**src/rtl/csr_timer_bank_if.sv**
```systemverilog
// CSR-side bus of the timer bank: write/read decode from the CSR file,
// plus interrupt and stable-counter outputs.
interface csr_timer_bank_if #(
    parameter int unsigned NCHAN = 2
) ();
    localparam int unsigned CW = (NCHAN > 1) ? $clog2(NCHAN) : 1;

    logic             wr_en;
    logic [CW-1:0]    wr_chan;
    logic             wr_sel;
    logic             wr_me;
    logic [31:0]      wr_mask;
    logic [31:0]      wr_data;
    logic [CW-1:0]    rd_chan;
    logic [1:0]       rd_sel;
    logic [31:0]      rd_data;
    logic [NCHAN-1:0] timer_irq;
    logic             irq_any;
    logic [31:0]      counter_hi;
    logic [31:0]      counter_lo;

    modport master (
        output wr_en, wr_chan, wr_sel, wr_me, wr_mask, wr_data, rd_chan, rd_sel,
        input  rd_data, timer_irq, irq_any, counter_hi, counter_lo
    );

    modport slave (
        input  wr_en, wr_chan, wr_sel, wr_me, wr_mask, wr_data, rd_chan, rd_sel,
        output rd_data, timer_irq, irq_any, counter_hi, counter_lo
    );
endinterface

```
**src/rtl/csr_timer_bank.sv**
```systemverilog
// NCHAN countdown timers with TCFG/TVAL/TICLR semantics, a shared tick
// prescaler, per-channel pending interrupts and a 64-bit stable counter.
module csr_timer_bank #(
    parameter int unsigned NCHAN    = 2,
    parameter int unsigned TIMESIZE = 32,
    parameter int unsigned PRESCALE = 1
) (
    input  logic           clk,
    input  logic           reset,
    csr_timer_bank_if.slave bus
);
    localparam int unsigned CW = (NCHAN > 1) ? $clog2(NCHAN) : 1;
    localparam int unsigned PW = (PRESCALE > 1) ? $clog2(PRESCALE) : 1;

    logic [TIMESIZE-1:0] tcfg_q [NCHAN];
    logic [TIMESIZE-1:0] tcfg_d [NCHAN];
    logic [TIMESIZE-1:0] tval_q [NCHAN];
    logic [TIMESIZE-1:0] tval_d [NCHAN];
    logic [NCHAN-1:0]    pend_q, pend_d;
    logic                irq_any_q;
    logic [PW-1:0]       pre_q, pre_d;
    logic                tick;
    logic [63:0]         cnt_q, snap_q;
    logic [31:0]         m_eff;

    function automatic logic [TIMESIZE-1:0] reload(input logic [TIMESIZE-1:0] cfg);
        return {cfg[TIMESIZE-1:2], 2'b00};
    endfunction

    assign tick  = (pre_q == PW'(PRESCALE - 1));
    assign pre_d = tick ? '0 : pre_q + PW'(1);
    assign m_eff = bus.wr_me ? bus.wr_mask : '1;

    // Per-channel next state: a TCFG write overrides the countdown; expiry beats TICLR.
    always_comb begin
        logic                wr_hit;
        logic                fire;
        logic [TIMESIZE-1:0] wcfg;
        for (int i = 0; i < NCHAN; i++) begin
            tcfg_d[i] = tcfg_q[i];
            tval_d[i] = tval_q[i];
            pend_d[i] = pend_q[i];
            wr_hit    = bus.wr_en && (bus.wr_chan == CW'(i));
            fire      = 1'b0;
            wcfg      = TIMESIZE'((32'(tcfg_q[i]) & ~m_eff) | (bus.wr_data & m_eff));
            if (wr_hit && !bus.wr_sel) begin
                tcfg_d[i] = wcfg;
                tval_d[i] = reload(wcfg);
            end else begin
                if (tick && tcfg_q[i][0]) begin
                    if (tval_q[i] > TIMESIZE'(1)) begin
                        tval_d[i] = tval_q[i] - TIMESIZE'(1);
                    end else if (tval_q[i] == TIMESIZE'(1)) begin
                        fire      = 1'b1;
                        tval_d[i] = tcfg_q[i][1] ? reload(tcfg_q[i]) : '0;
                    end
                end
                if (wr_hit && bus.wr_sel && bus.wr_data[0] && m_eff[0]) pend_d[i] = 1'b0;
                if (fire) pend_d[i] = 1'b1;
            end
        end
    end

    always_ff @(posedge clk) begin
        if (reset) begin
            for (int i = 0; i < NCHAN; i++) begin
                tcfg_q[i] <= '0;
                tval_q[i] <= '0;
            end
            pend_q    <= '0;
            irq_any_q <= 1'b0;
            pre_q     <= '0;
            cnt_q     <= '0;
            snap_q    <= '0;
        end else begin
            for (int i = 0; i < NCHAN; i++) begin
                tcfg_q[i] <= tcfg_d[i];
                tval_q[i] <= tval_d[i];
            end
            pend_q    <= pend_d;
            irq_any_q <= |pend_d;
            pre_q     <= pre_d;
            cnt_q     <= cnt_q + 64'd1;
            snap_q    <= cnt_q;
        end
    end

    // Read mux; unmatched channel or TICLR/reserved select reads as zero.
    always_comb begin
        bus.rd_data = '0;
        for (int i = 0; i < NCHAN; i++) begin
            if (bus.rd_chan == CW'(i)) begin
                case (bus.rd_sel)
                    2'd0:    bus.rd_data = 32'(tcfg_q[i]);
                    2'd1:    bus.rd_data = 32'(tval_q[i]);
                    default: bus.rd_data = '0;
                endcase
            end
        end
    end

    assign bus.timer_irq  = pend_q;
    assign bus.irq_any    = irq_any_q;
    assign bus.counter_hi = snap_q[63:32];
    assign bus.counter_lo = snap_q[31:0];
endmodule

```
**src/flat_wrapper.sv**
```systemverilog
// flat-port wrapper written by rule: the top's interface ports become plain ports
module csr_timer_bank_flat 
#(
    parameter int unsigned NCHAN    = 2,
    parameter int unsigned TIMESIZE = 32,
    parameter int unsigned PRESCALE = 1
)
  (clk, reset, bus_wr_en, bus_wr_chan, bus_wr_sel, bus_wr_me, bus_wr_mask, bus_wr_data, bus_rd_chan, bus_rd_sel, bus_rd_data, bus_timer_irq, bus_irq_any, bus_counter_hi, bus_counter_lo);
  csr_timer_bank_if #(.NCHAN(NCHAN)) bus_i ();
  input  logic clk;
  input  logic reset;
  input wire logic [$bits(bus_i.wr_en)-1:0] bus_wr_en;
  input wire logic [$bits(bus_i.wr_chan)-1:0] bus_wr_chan;
  input wire logic [$bits(bus_i.wr_sel)-1:0] bus_wr_sel;
  input wire logic [$bits(bus_i.wr_me)-1:0] bus_wr_me;
  input wire logic [$bits(bus_i.wr_mask)-1:0] bus_wr_mask;
  input wire logic [$bits(bus_i.wr_data)-1:0] bus_wr_data;
  input wire logic [$bits(bus_i.rd_chan)-1:0] bus_rd_chan;
  input wire logic [$bits(bus_i.rd_sel)-1:0] bus_rd_sel;
  output wire logic [$bits(bus_i.rd_data)-1:0] bus_rd_data;
  output wire logic [$bits(bus_i.timer_irq)-1:0] bus_timer_irq;
  output wire logic [$bits(bus_i.irq_any)-1:0] bus_irq_any;
  output wire logic [$bits(bus_i.counter_hi)-1:0] bus_counter_hi;
  output wire logic [$bits(bus_i.counter_lo)-1:0] bus_counter_lo;
  assign bus_i.wr_en = bus_wr_en;
  assign bus_i.wr_chan = bus_wr_chan;
  assign bus_i.wr_sel = bus_wr_sel;
  assign bus_i.wr_me = bus_wr_me;
  assign bus_i.wr_mask = bus_wr_mask;
  assign bus_i.wr_data = bus_wr_data;
  assign bus_i.rd_chan = bus_rd_chan;
  assign bus_i.rd_sel = bus_rd_sel;
  assign bus_rd_data = bus_i.rd_data;
  assign bus_timer_irq = bus_i.timer_irq;
  assign bus_irq_any = bus_i.irq_any;
  assign bus_counter_hi = bus_i.counter_hi;
  assign bus_counter_lo = bus_i.counter_lo;
  csr_timer_bank #(.NCHAN(NCHAN), .TIMESIZE(TIMESIZE), .PRESCALE(PRESCALE)) u_core (.clk(clk), .reset(reset), .bus(bus_i));
endmodule
```
**config.mk**
```make
export PLATFORM = sky130hd
export DESIGN_NAME = csr_timer_bank_flat
export DESIGN_NICKNAME = d
export VERILOG_FILES = /design/src/rtl/csr_timer_bank_if.sv /design/src/rtl/csr_timer_bank.sv /design/src/flat_wrapper.sv
export SDC_FILE = /design/constraint.sdc
export NUM_CORES = 1
export LEC_CHECK = 0
export CAP_MARGIN = 0
export CORE_MARGIN = 1
export CORE_UTILIZATION = 50
export CTS_CLUSTER_DIAMETER = 30
export DETAILED_ROUTE_END_ITERATION = 10
export HOLD_SLACK_MARGIN = 0.1
export PLACE_DENSITY = 0.83
export REMOVE_ABC_BUFFERS = 1
export SLEW_MARGIN = 15
export SYNTH_ARGS = -nofsm -noshare
export SYNTH_HDL_FRONTEND = slang
export SYNTH_SLANG_ARGS = --single-unit
```
**constraint.sdc**
```tcl
create_clock -name clk -period 3.31 [get_ports clk]
set_input_delay 0.331 -clock clk [delete_from_list [all_inputs] [get_ports clk]]
set_output_delay 0.331 -clock clk [all_outputs]
set_load 0.1 [all_outputs]
```
======== After elaboration in Yosys (flattened, before gate mapping) ========
Memories as Yosys holds them, arrays and structs flattened.
Cells that the tools add are included.
storage, ports and cells
  output and inout port bits .............. 99
  memories kept ........................... 2
  bits in writable memories ............... 128
  input port bits ......................... 73
  register bits ........................... 132
memory list
  memory         words  bits a word  read ports  clocked after Yosys merged registers in  wr ports  line                  source
  u_core.tcfg_q  2      32           2           0                                        2         csr_timer_bank.sv:15  logic [TIMESIZE-1:0] tcfg_q [NCHAN];
  u_core.tval_q  2      32           2           0                                        2         csr_timer_bank.sv:17  logic [TIMESIZE-1:0] tval_q [NCHAN];
cells by class
  mux-type cells .......................... 37
  add/sub/neg operators ................... 4
  $lt $le $gt $ge ......................... 2
  bitwise operators ....................... 12
  equal/unequal tests ..................... 3
  reduce and logical (&&, ||, !) cells .... 16
operator list
  operator               count
  $mux 32                18
  $pmux 32 s2            2
  $and 32x32->32         3
  $add 64x1->64 const B  1
  $eq 32x1->1 const B    2
  $gt 32x1->1 const B    2
  $or 32x32->32          2
  $sub 32x1->32 const B  2
  $not 32->32            1
  $mux 1                 17
  $logic_and 1x1->1      12
  $or 1x1->1             4
  $reduce_or 2->1        2
  $eq 2x1->1 const B     1
  $logic_not 2->1        1
  $not 1->1              2
  $add 1x1->1 const B    1
  $logic_not 1->1        1

======== Longest topological paths before layout ========
  depth in word-level cells ............... 9
  depth in mapped cells ................... 10
  gate-level depth less buffers ........... 8

======== Worst setup path before layout ========
OpenSTA, ideal clock, no wires.
  path type ............................... input port to output port
  start point ............................. in bus_rd_chan
  end point ............................... out bus_rd_data[10]
  setup slack ............................. 0.212 ns
  stages .................................. 4
  required time ........................... 2.979 ns
  arrival ................................. 2.767 ns
  cells stage by stage .................... clkbuf_1 -> buf_1 -> mux4_2 -> nor2b_1
between the ends
  word-level cells in the longest chain between the ends .. 1
RTL lines
  element             line                  source
  start: declaration  flat_wrapper.sv:18    input wire logic [$bits(bus_i.rd_chan)-1:0] bus_rd_chan;
  $mux 32             csr_timer_bank.sv:92  if (bus.rd_chan == CW'(i)) begin
  end: declaration    flat_wrapper.sv:20    output wire logic [$bits(bus_i.rd_data)-1:0] bus_rd_data;
Every way passes these cells.

==> reports/metrics.yaml <==
drive_gt1_share_pct: 13.8
vias_per_cell: 6.07
synth_compound_area_share_pct: 14.4
synth_top_family_by_area: "simple AND/OR/NAND/NOR gates"
worstMarginPinSlew_ns: 1.04
ys_ff_latch: 260
grt_setup_unrepaired: "no"
core_area_um2: 27000
fin_skew_ns: 0.0282
netlist_area_um2: 13700
cts_root_buf: "clkbuf_16"
clkSlewWorstSetupHoldPaths_ns: 0.05
yosys.area_share.simple_pct: 27.4
ir_drop_uv: 434
synth.top_cell.area_share_pct: 37.9
hold_violations: 0
antenna_cells: 0
nets: 1866
synthTopCellsByArea: "dfxtp_1 38%, nor2b_1 5.5%, mux4_2 5.2%"
syn_avg_cell_area_um2: 8.52
critPathMostFrequentCell: "inv_1"
wire_per_inst_um: 20.2
clk_latency_ns: 0.57
clock_sinks: 260
p_per_area_nw_per_um2: 576
path_class: "flip-flop to flip-flop"
seq_area_frac_synth_pct: 37.9
fp-row-count: 60
grt_overflow_total: 0
pin_count: 172
synth_ff_type: "dfxtp_1"
die_x_um: 168
wirelength_mm: 44.0
fin_area_um2: 18100
fmax_ghz: 0.331
period_share_pct: 91.2
synth.area.mux_share_pct: 10.1
synth-edff-count: 0
layout_min_cycle_time_ns: 3.02
required_ns: 3.73
die-area_um2: 28100
max-clock-path-buffers: 3
synth-async-reset-ratio_pct: 0
crit_path_end_kind: "flip-flop"
placed_area_um2: 16200
yosysUniqueCellTypes: 72
syn_inst: 1611
synth_fa_ha_area_share_pct: 0.456
min_path_type: "input pin to flip-flop"
dp_hpwl_mm: 30.2
grt_pass1_wl_mm: 69.6
maxSlewHeadroom_pct: 30.3
area_growth_pct: 31.8
grt_max_degree: 83
whs_ns: 0.362
worst-path-max-fanout: 19
path_buf_inv: 3
cap_viol_max_count: 0
drtAntennaViolNets: 0
cts_tree: "yes"
grtUsageTotal_pct: 31.0
yosysWarningCount: 0
crit_path_start_kind: "flip-flop"
p_leak_nw: 7.05
initial_utilization_pct: 50.9
gp_congestion: 1.01
setup_viol_count_final: 0
synth_most_common_cell: "dfxtp_1"
drcViolationCount: 0
drt_iter0_drc: 1239
cts_buffers: 55
die_y_um: 168
critPathTopFamily: "simple AND/OR/NAND/NOR gates"
crit_arrival_ns: 3.44
status: "completed"
final.setup.tns_ns: 0
htree_levels: 2
ctsResizeCount: 0
maxSlewViolCount: 0
slowest_delay_ns: 0.43
synthXorXnorAreaFrac_pct: 6.00
grt_pass1_vias: 12900
port_buffers: 171
yosysTopAreaCell: "dfxtp_1"
cpMaxStageDelayCell: "o41ai_4"
first_pass_iters: 8
antenna_found_initial: 1
synthTopCellsByCount: "260 x dfxtp_1, 181 x nor2_1, 161 x nand2_1"
path_cells: "inv_1, ha_1, nor3b_2, nand4_1, o41ai_4, buf_4, nor2_1, inv_1, o31ai_1"
dr_total_vias: 13200
per-layer routing:
layer | share of wire, % | track usage [%] | up-vias
met2 | 46 | 50.9 | 704
met4 | 3.4 | 12.3 | 2
li1 | - | - | 6151
met1 | 40 | 38.9 | 6232
met5 | 0.043 | 0 | -
met3 | 10 | 7.94 | 127
layout make-up:
cell class	count	area (µm²)
Fill cell	2128	8850
Tap cell	341	427
Inverter	9	33.8
Sequential cell	260	5200
Timing Repair Buffer	233	2520
Clock inverter	32	364
Multi-Input combinational cell	1229	8020
Clock buffer	72	1530
registers in the layout, indices dropped and copies added, names as in the netlist, named ones only:
register,count
u_core.tval_q,64
u_core.pre_q,1
u_core.bus.irq_any,1
u_core.tcfg_q,60
u_core.cnt_q,64
u_core.snap_q,64
u_core.bus.timer_irq,2
kinds of logic (layout without fill, tap and decap cells):
group,count (synthesis),after routing
xor gates and xnor gates,94,94
AOI/OAI and AO/OA,305,305
adders and majority gates,5,5
muxes,98,98
other,1,1
buffers and inverters,122,346
and+or+nand+nor,726,726
DFF,260,260
worst min-delay path: stages:
cell,delay [ns]
clkdlybuf4s50_1,0.43
nand2_1,0.07
a21oi_1,0.05
placed cells by master (no fill, tap or decap), types with 10 or more instances in the layout:
| cell | count |
|---|---|
| a21oi_1 | 107 |
| nor4_1 | 17 |
| and4_1 | 12 |
| o221ai_1 | 10 |
| clkbuf_16 | 55 |
| dfxtp_1 | 260 |
| and3_1 | 12 |
| nand3_1 | 61 |
| xor2_1 | 71 |
| a22oi_1 | 15 |
| buf_4 | 59 |
| nor4_2 | 10 |
| a211oi_1 | 23 |
| nor2b_1 | 120 |
| mux2i_1 | 66 |
| a31oi_1 | 12 |
| clkdlybuf4s50_1 | 137 |
| nand2_1 | 161 |
| or3_1 | 14 |
| xnor2_1 | 23 |
| or4_1 | 15 |
| nand2b_1 | 26 |
| o21ai_0 | 56 |
| nor3_1 | 33 |
| mux4_2 | 32 |
| buf_12 | 34 |
| a221oi_1 | 13 |
| nand4_1 | 32 |
| o211ai_1 | 10 |
| nor2_1 | 181 |
worst paths after layout:
check                        from  slack, ns              endpoint  cells past startpoint
max          u_core.tval_q[0][32]       0.29  u_core.tval_q[0][56]                      9
min               bus_wr_data[17]       0.36  u_core.tcfg_q[0][17]                      3
max reg2reg  u_core.tval_q[0][32]       0.29  u_core.tval_q[0][56]                      9
min reg2reg      u_core.cnt_q[63]       0.48     u_core.snap_q[63]                      1
power breakdown:
part	total, W	switching [W]	internal, W	leakage [nW]
Combinational	0.00165	0.00100	0.000653	4.03
Clock	0.00547	0.00192	0.00355	0.918
Sequential	0.00330	0.000103	0.00320	2.10
Total	0.0104	0.00303	0.00740	7.05
per-stage QoR:
stage	total power (W)	util, %	setup WS [ns]	std cells
after CTS	0.0104	67.2	0.336	2176
after floorplan	0.00430	-	-0.376	1498
after global placement	0.00495	60.1	0.532	2071
after detailed placement	0.00497	60.1	0.384	2071
final	0.0104	67.2	0.290	2176
after global routing	0.0108	67.2	0.167	2176
timing repair:
action	4_1_cts	5_1_grt
hold buffers	1	0
buffers inserted	0	0
hold endpoints to repair	20	0
No activity file was read; power rests on OpenSTA's default activity.
